--- src/rtl/dac_pacer_pkg.sv ---
// Shared definitions for the DAC sample pacer: parameter defaults and the
// pacing FSM state encoding.
package dac_pacer_pkg;

  localparam int DATA_W_DEF  = 16;  // matches the AD5541 driver tx_data width
  localparam int BUSY_TO_DEF = 32;  // clk cycles allowed for dac_busy to rise after dv

  typedef enum logic [1:0] {
    IDLE      = 2'd0,
    ISSUE     = 2'd1,
    WAIT_BUSY = 2'd2,
    WAIT_DONE = 2'd3
  } pacer_state_t;

endpackage

--- src/rtl/dac_sample_pacer_if.sv ---
// Stream and driver-side signals of the DAC sample pacer.
//   s_valid/s_data/s_ready : sample stream into the pacer
//   dv/tx_data             : one-cycle load strobe and sample to the SPI driver
//   dac_busy               : driver frame in progress (driver csn inverted)
// slave  = the pacer, master = sample source plus SPI driver.
interface dac_sample_pacer_if #(
  parameter int DATA_W = 16
);
  logic              s_valid;
  logic [DATA_W-1:0] s_data;
  logic              s_ready;
  logic              dac_busy;
  logic              dv;
  logic [DATA_W-1:0] tx_data;

  modport master (
    output s_valid, s_data, dac_busy,
    input  s_ready, dv, tx_data
  );

  modport slave (
    input  s_valid, s_data, dac_busy,
    output s_ready, dv, tx_data
  );
endinterface

--- src/rtl/dac_sample_pacer_sync_fifo.sv ---
// Single-clock FIFO holding samples for the pacer.
//   clk, reset        : clock, synchronous active-high reset (pointers/level only)
//   wr_en, wr_data    : write request; ignored when full
//   rd_en, rd_data    : read request; ignored when empty; rd_data shows the head
//   full, empty, level: occupancy status
// DEPTH must be a power of 2 so the pointers wrap on their own.
module sync_fifo #(
  parameter int WIDTH = 16,
  parameter int DEPTH = 16
) (
  input  logic                     clk,
  input  logic                     reset,
  input  logic                     wr_en,
  input  logic [WIDTH-1:0]         wr_data,
  input  logic                     rd_en,
  output logic [WIDTH-1:0]         rd_data,
  output logic                     full,
  output logic                     empty,
  output logic [$clog2(DEPTH):0]   level
);
  localparam int AW = $clog2(DEPTH);

  logic [WIDTH-1:0] mem [DEPTH];
  logic [AW-1:0]    wr_ptr;
  logic [AW-1:0]    rd_ptr;
  logic             do_wr;
  logic             do_rd;

  assign full    = (level == (AW+1)'(DEPTH));
  assign empty   = (level == '0);
  assign do_wr   = wr_en & ~full;
  assign do_rd   = rd_en & ~empty;
  assign rd_data = mem[rd_ptr];

  always_ff @(posedge clk) begin
    if (reset) begin
      wr_ptr <= '0;
      rd_ptr <= '0;
      level  <= '0;
    end else begin
      if (do_wr) wr_ptr <= wr_ptr + 1'b1;
      if (do_rd) rd_ptr <= rd_ptr + 1'b1;
      case ({do_wr, do_rd})
        2'b10:   level <= level + 1'b1;
        2'b01:   level <= level - 1'b1;
        default: level <= level;
      endcase
    end
  end

  always_ff @(posedge clk) begin
    if (do_wr) mem[wr_ptr] <= wr_data;
  end

endmodule

--- src/rtl/dac_sample_pacer.sv ---
// Upstream feeder for the AD5541 SPI DAC driver. Buffers samples in a FIFO
// and issues one per rate tick as a one-cycle dv with tx_data, never starting
// a frame while the driver is busy.
//   clk, reset   : clock shared with the driver, synchronous active-high reset
//   enable       : 1 = pacing runs; 0 = rate counter held at 0
//   rate_div     : sample period is rate_div+1 clk cycles
//   clr_flags    : one-cycle pulse clearing the sticky flags
//   bus          : sample stream in, dv/tx_data out, dac_busy in
//   fifo_level   : FIFO occupancy
//   underrun     : sticky, a tick found the FIFO empty (last sample re-sent)
//   missed_tick  : sticky, a tick arrived while a frame was in progress
//   frame_err    : sticky, dac_busy did not rise within BUSY_TO after dv
// Build option DAC_PACER_TWOS_COMP_EN: samples are two's complement and the
// MSB is inverted on the way out (offset binary for the AD5541).
// BUSY_TO must be >= 2.
//
// state     | meaning
// IDLE      | waiting for a rate tick
// ISSUE     | dv high for this single cycle, tx_data already loaded
// WAIT_BUSY | waiting for the driver to raise dac_busy, timeout running
// WAIT_DONE | driver frame in flight, waiting for dac_busy to fall
module dac_sample_pacer
  import dac_pacer_pkg::*;
#(
  parameter int DATA_W     = DATA_W_DEF,
  parameter int FIFO_DEPTH = 16,
  parameter int RATE_W     = 16,
  parameter int BUSY_TO    = BUSY_TO_DEF
) (
  input  logic                          clk,
  input  logic                          reset,
  input  logic                          enable,
  input  logic [RATE_W-1:0]             rate_div,
  input  logic                          clr_flags,
  dac_sample_pacer_if.slave             bus,
  output logic [$clog2(FIFO_DEPTH):0]   fifo_level,
  output logic                          underrun,
  output logic                          missed_tick,
  output logic                          frame_err
);
  localparam int TO_W = $clog2(BUSY_TO) + 1;

  pacer_state_t      state;
  pacer_state_t      state_nxt;
  logic [RATE_W-1:0] rate_cnt;
  logic              tick;
  logic [TO_W-1:0]   to_cnt;
  logic [DATA_W-1:0] last_sample;

  logic              fifo_wr;
  logic              fifo_full;
  logic              fifo_empty;
  logic [DATA_W-1:0] fifo_rd_data;
  logic [DATA_W-1:0] pop_data;

  logic              pop;
  logic              dv_c;
  logic              to_load;
  logic              to_dec;
  logic              set_under;
  logic              set_ferr;
  logic              set_missed;

  // Rate counter: tick on count == rate_div, then wrap to 0.
  assign tick = enable && (rate_cnt == rate_div);

  always_ff @(posedge clk) begin
    if (reset || !enable) rate_cnt <= '0;
    else if (tick)        rate_cnt <= '0;
    else                  rate_cnt <= rate_cnt + 1'b1;
  end

  assign fifo_wr     = bus.s_valid & bus.s_ready;
  assign bus.s_ready = ~fifo_full;

  sync_fifo #(
    .WIDTH (DATA_W),
    .DEPTH (FIFO_DEPTH)
  ) u_fifo (
    .clk     (clk),
    .reset   (reset),
    .wr_en   (fifo_wr),
    .wr_data (bus.s_data),
    .rd_en   (pop),
    .rd_data (fifo_rd_data),
    .full    (fifo_full),
    .empty   (fifo_empty),
    .level   (fifo_level)
  );

`ifdef DAC_PACER_TWOS_COMP_EN
  assign pop_data = {~fifo_rd_data[DATA_W-1], fifo_rd_data[DATA_W-2:0]};
`else
  assign pop_data = fifo_rd_data;
`endif

  always_ff @(posedge clk) begin
    if (reset) state <= IDLE;
    else       state <= state_nxt;
  end

  always_comb begin
    state_nxt = state;
    pop       = 1'b0;
    dv_c      = 1'b0;
    to_load   = 1'b0;
    to_dec    = 1'b0;
    set_under = 1'b0;
    set_ferr  = 1'b0;
    case (state)
      IDLE: begin
        if (tick) begin
          state_nxt = ISSUE;
          // An empty FIFO re-sends whatever tx_data already holds.
          if (fifo_empty) set_under = 1'b1;
          else            pop       = 1'b1;
        end
      end
      ISSUE: begin
        dv_c      = 1'b1;
        to_load   = 1'b1;
        state_nxt = WAIT_BUSY;
      end
      WAIT_BUSY: begin
        if (bus.dac_busy) begin
          state_nxt = WAIT_DONE;
        end else if (to_cnt == TO_W'(1)) begin
          // Terminal count lands the flag exactly BUSY_TO cycles after ISSUE.
          set_ferr  = 1'b1;
          state_nxt = IDLE;
        end else begin
          to_dec = 1'b1;
        end
      end
      WAIT_DONE: begin
        if (!bus.dac_busy) state_nxt = IDLE;
      end
      default: state_nxt = IDLE;
    endcase
  end

  assign set_missed  = tick && (state != IDLE);
  assign bus.dv      = dv_c;
  assign bus.tx_data = last_sample;

  // tx_data doubles as the last-sample register: it only changes on a pop.
  always_ff @(posedge clk) begin
    if (reset)    last_sample <= '0;
    else if (pop) last_sample <= pop_data;
  end

  always_ff @(posedge clk) begin
    if (reset)        to_cnt <= '0;
    else if (to_load) to_cnt <= TO_W'(BUSY_TO - 1);
    else if (to_dec)  to_cnt <= to_cnt - 1'b1;
  end

  // A set in the same cycle as clr_flags wins.
  always_ff @(posedge clk) begin
    if (reset) begin
      underrun    <= 1'b0;
      missed_tick <= 1'b0;
      frame_err   <= 1'b0;
    end else begin
      if (set_under)      underrun <= 1'b1;
      else if (clr_flags) underrun <= 1'b0;
      if (set_missed)     missed_tick <= 1'b1;
      else if (clr_flags) missed_tick <= 1'b0;
      if (set_ferr)       frame_err <= 1'b1;
      else if (clr_flags) frame_err <= 1'b0;
    end
  end

endmodule

--- src/flat_wrapper.sv ---
// flat-port wrapper written by rule: the top's interface ports become plain ports
module dac_sample_pacer_flat import dac_pacer_pkg::*;
#(
  parameter int DATA_W     = DATA_W_DEF,
  parameter int FIFO_DEPTH = 16,
  parameter int RATE_W     = 16,
  parameter int BUSY_TO    = BUSY_TO_DEF
)
  (clk, reset, enable, rate_div, clr_flags, fifo_level, underrun, missed_tick, frame_err, bus_s_valid, bus_s_data, bus_dac_busy, bus_s_ready, bus_dv, bus_tx_data);
  dac_sample_pacer_if #(.DATA_W(DATA_W)) bus_i ();
  input  logic clk;
  input  logic reset;
  input  logic enable;
  input  logic [RATE_W-1:0] rate_div;
  input  logic clr_flags;
  output logic [$clog2(FIFO_DEPTH):0] fifo_level;
  output logic underrun;
  output logic missed_tick;
  output logic frame_err;
  input wire logic [$bits(bus_i.s_valid)-1:0] bus_s_valid;
  input wire logic [$bits(bus_i.s_data)-1:0] bus_s_data;
  input wire logic [$bits(bus_i.dac_busy)-1:0] bus_dac_busy;
  output wire logic [$bits(bus_i.s_ready)-1:0] bus_s_ready;
  output wire logic [$bits(bus_i.dv)-1:0] bus_dv;
  output wire logic [$bits(bus_i.tx_data)-1:0] bus_tx_data;
  assign bus_i.s_valid = bus_s_valid;
  assign bus_i.s_data = bus_s_data;
  assign bus_i.dac_busy = bus_dac_busy;
  assign bus_s_ready = bus_i.s_ready;
  assign bus_dv = bus_i.dv;
  assign bus_tx_data = bus_i.tx_data;
  dac_sample_pacer #(.DATA_W(DATA_W), .FIFO_DEPTH(FIFO_DEPTH), .RATE_W(RATE_W), .BUSY_TO(BUSY_TO)) u_core (.clk(clk), .reset(reset), .enable(enable), .rate_div(rate_div), .clr_flags(clr_flags), .bus(bus_i), .fifo_level(fifo_level), .underrun(underrun), .missed_tick(missed_tick), .frame_err(frame_err));
endmodule
--- config.mk ---
export PLATFORM = sky130hd
export DESIGN_NAME = dac_sample_pacer_flat
export DESIGN_NICKNAME = d
export VERILOG_FILES = /design/src/rtl/dac_pacer_pkg.sv /design/src/rtl/dac_sample_pacer_if.sv /design/src/rtl/dac_sample_pacer_sync_fifo.sv /design/src/rtl/dac_sample_pacer.sv /design/src/flat_wrapper.sv
export SDC_FILE = /design/constraint.sdc
export NUM_CORES = 1
export LEC_CHECK = 0
export ABC_AREA = 1
export BUFFER_PORTS_ARGS = -buffer_cell sky130_fd_sc_hd__buf_4
export CAP_MARGIN = 20
export CORE_ASPECT_RATIO = 1.5
export CORE_MARGIN = 5
export CORE_UTILIZATION = 59
export DETAILED_ROUTE_END_ITERATION = 8
export GPL_TIMING_DRIVEN = 0
export PLACE_DENSITY = 0.77
export SETUP_SLACK_MARGIN = 0.15
export SLEW_MARGIN = 5
export SYNTH_ARGS = -nofsm -noshare
export SYNTH_HDL_FRONTEND = slang
export SYNTH_SLANG_ARGS = --single-unit
--- constraint.sdc ---
create_clock -name clk -period 6.6 [get_ports clk]
set_input_delay 0.33 -clock clk [delete_from_list [all_inputs] [get_ports clk]]
set_output_delay 0.33 -clock clk [all_outputs]
set_load 0.02 [all_outputs]
==> results_dict.tcl <==
set metrics [dict create \
    clock_sinks 312 \
    cts.clk_slew.worst_paths_ps 70 \
    syn_area_per_cell_sq_um 10.8 \
    cts_resized 0 \
    cts_hold_buf 0 \
    cp.required_ps 7040 \
    clock-root-buffer "clkbuf_16" \
    cts_buffers 29 \
    clockBufferDepth 3 \
    finalCritPeriodShare_pct 44.4 \
    drc 0 \
    post-cts-setup-buffers 0 \
    synth_area_sq_um 13100 \
    p_total_mw 4.16 \
    n_antenna_cell 0 \
    antenna_left 0 \
    ys.flop_type "edfxtp_1" \
    drive_gt1_share_pct 13.6 \
    synth.most_common_cell "nor2_1" \
    swShare_pct 21.8 \
    fin_ws_ps 3670 \
    die-area_sq_um 25300 \
    critPathArrivalTime_ps 3370 \
    ys_types 37 \
    internal-power_mw 3.26 \
    first_pass_iters 6 \
    die_w_um 132 \
    hold_viol_final 0 \
    worst-path-max-fanout 7 \
    hold_ws_ps 58.1 \
    max_cap_viol_count 0 \
    path_common_cell "nor2_1" \
    detailedPlace.worstSlack_ps 3650 \
    core.rowCount 66 \
    vias 9499 \
    synth_edf_count 256 \
    setup_viol 0 \
    worst_pin_slew_ps 734 \
    grt-ovfl-total 0 \
    rsz0062_at_grt "false" \
    synth_top_area_share_pct 58.8 \
    seqPwrFrac_pct 52.7 \
    antenna_found_initial 0 \
    pwr-share-comb_pct 5.9 \
    skew_ps 10.3 \
    clkPwrFrac_pct 41.4 \
    switchingPower_mw 0.907 \
    initial_core_util_pct 59.9 \
    netlist_instances 1209 \
    yosysTopAreaCell "edfxtp_1" \
    insertion_delay_ps 550 \
    end_kind "flop" \
    die_h_um 192 \
    final.min_clock_period_ps 2930 \
    synthTopCellsByCount "nor2_1 (290), edfxtp_1 (256), o21ai_0 (183)" \
    ir_drop_mv 0.236 \
    grt_pass1_wl_um 53700 \
    setup_tns_ps 0 \
    synth-seq-cells 312 \
    synth_seq_area_share_pct 67.4 \
    nFillCells 1596 \
    num_io_pins 64 \
    ys_top_cells_by_area "edfxtp_1 (59%), dfxtp_1 (8.6%), nor2_1 (8.3%)" \
    drt-initial-drc-count 819 \
    critPathKind "flop to flop" \
    core-area_sq_um 21800 \
    grt_max_degree 17 \
    cts.htree.levels 1 \
    portBuffers 62 \
    drv_slew 0 \
    cpPeakStageDelay_ps 350 \
    finish.utilization_pct 69.4 \
    path_buf_inv 1 \
    cp_slowest_cell "ha_1" \
    cpLargestDelayFamily "simple AND/OR/NAND/NOR gates" \
    worst_slew_margin_rel_pct 51.0 \
    syn_nets 1260 \
    area_growth_pct 15.8 \
    grt_pass1_vias 9705 \
    routed_wl_um 35300 \
    wl_per_cell_um 21.9 \
    fin_nets 1369 \
    vias_per_cell 5.89 \
    power.leakage_nw 5.55 \
    outcome "finished, final reports clean" \
    power_density_nw_per_um2 275 \
    tritoncts "done" \
    hpwl_um 24400 \
    crit_path_start_kind "flop" \
    grtUsageTotal_pct 27.6 \
    synth_async_sr_flop_share_pct 0 \
    yosys_warnings 0 \
    path_cells "buf_2, nor2_1, nor2_1, nor2_1, nand2_1, nor2_1, nand3_1, nor2_1, ha_1, ha_1, a21o_1, a21oi_1, nor2_1, nor2_1, nand2_1, o21ai_0, a21oi_1" \
    clock.fmax_mhz 341 \
    gp_congestion 0.895 \
    min-delay-path-class "input pin to flop" \
]
==> logic make-up after synthesis <==
group                    after synthesis  share of synthesized area (%)
AND/OR/NAND/NOR                      453                           13.9
flip-flops                           312                           67.4
AO/OA/AOI/OAI                        284                           12.1
buffers and inverters                135                           4.47
adder cells (fa/ha/maj)               13                           1.30
XOR/XNOR                              12                          0.804
==> layout make-up <==
cell class | instances | area (sq um) | area share [%]
buffer | 62 | 308 | 2.03
clock buffer | 35 | 748 | 4.94
clock inverter | 18 | 231 | 1.53
inverter | 73 | 277 | 1.83
multi-input combinational | 762 | 3710 | 24.5
sequential | 312 | 8810 | 58.2
tap | 272 | 340 | 2.25
timing repair buffer | 78 | 706 | 4.66
==> worst paths after layout <==
kind / start / end / slack (ps) / depth (start not counted)
worst min register to register: u_core.underrun / u_core.underrun / 460 / 2
worst min-delay path: clr_flags / u_core.frame_err / 60 / 4
worst max register to register: u_core.rate_cnt[8] / u_core.u_fifo.level[4] / 3670 / 17
worst max-delay path: u_core.rate_cnt[8] / u_core.u_fifo.level[4] / 3670 / 17
==> state kept, by name, indices dropped and copies added (netlist names) <==
register,cells
u_core.bus.tx_data,16
u_core.frame_err,1
u_core.missed_tick,1
u_core.rate_cnt,16
u_core.state,2
u_core.to_cnt,6
u_core.u_fifo.level,5
u_core.u_fifo.mem,256
u_core.u_fifo.rd_ptr,4
u_core.u_fifo.wr_ptr,4
u_core.underrun,1
==> placed cells by master (no fill, tap or decap), types with 7 or more instances in the layout <==
master	instances
nor2_2	18
dfxtp_1	56
edfxtp_1	256
o21ai_0	183
buf_4	68
nor3_1	10
o21ai_1	11
buf_2	17
o22ai_1	8
clkbuf_1	39
buf_8	16
nand3_1	16
clkbuf_16	29
nand2_1	119
a21oi_1	18
nor2_1	274
inv_1	66
o211ai_1	55
nand4_1	7
xnor2_1	8
ha_1	12
a31oi_1	7
==> layer usage <==
layer	track usage, %	vias to the layer above	wire (um)
li1	-	4432	-
met2	50.2	493	18100
met1	30.8	4446	12100
met4	16.7	0	2420
met5	0	-	0
met3	3.52	128	2640
==> tightest hold or removal path, cell delays in order <==
cell and delay, ps:
buf_4 70, inv_1 50, nand2_1 50, a21oi_1 50
==> metrics by stage <==
stage,std cells,instance area [sq um]
floorplan,1209,13100
global placement,1543,13900
detailed placement,1559,14200
CTS,1612,15100
global route,1612,15100
finish,1612,15100
==> power groups by stage <==
stage	registers, mW	logic [mW]	clock network [mW]
2_1_floorplan	2.23	0.144	0
3_3_place_gp	2.24	0.226	0
3_5_place_dp	2.24	0.242	0
4_1_cts	2.19	0.246	1.73
5_1_grt	2.20	0.278	1.81
6_report	2.19	0.248	1.72
Note: power is estimated with default switching activity, not from simulation.
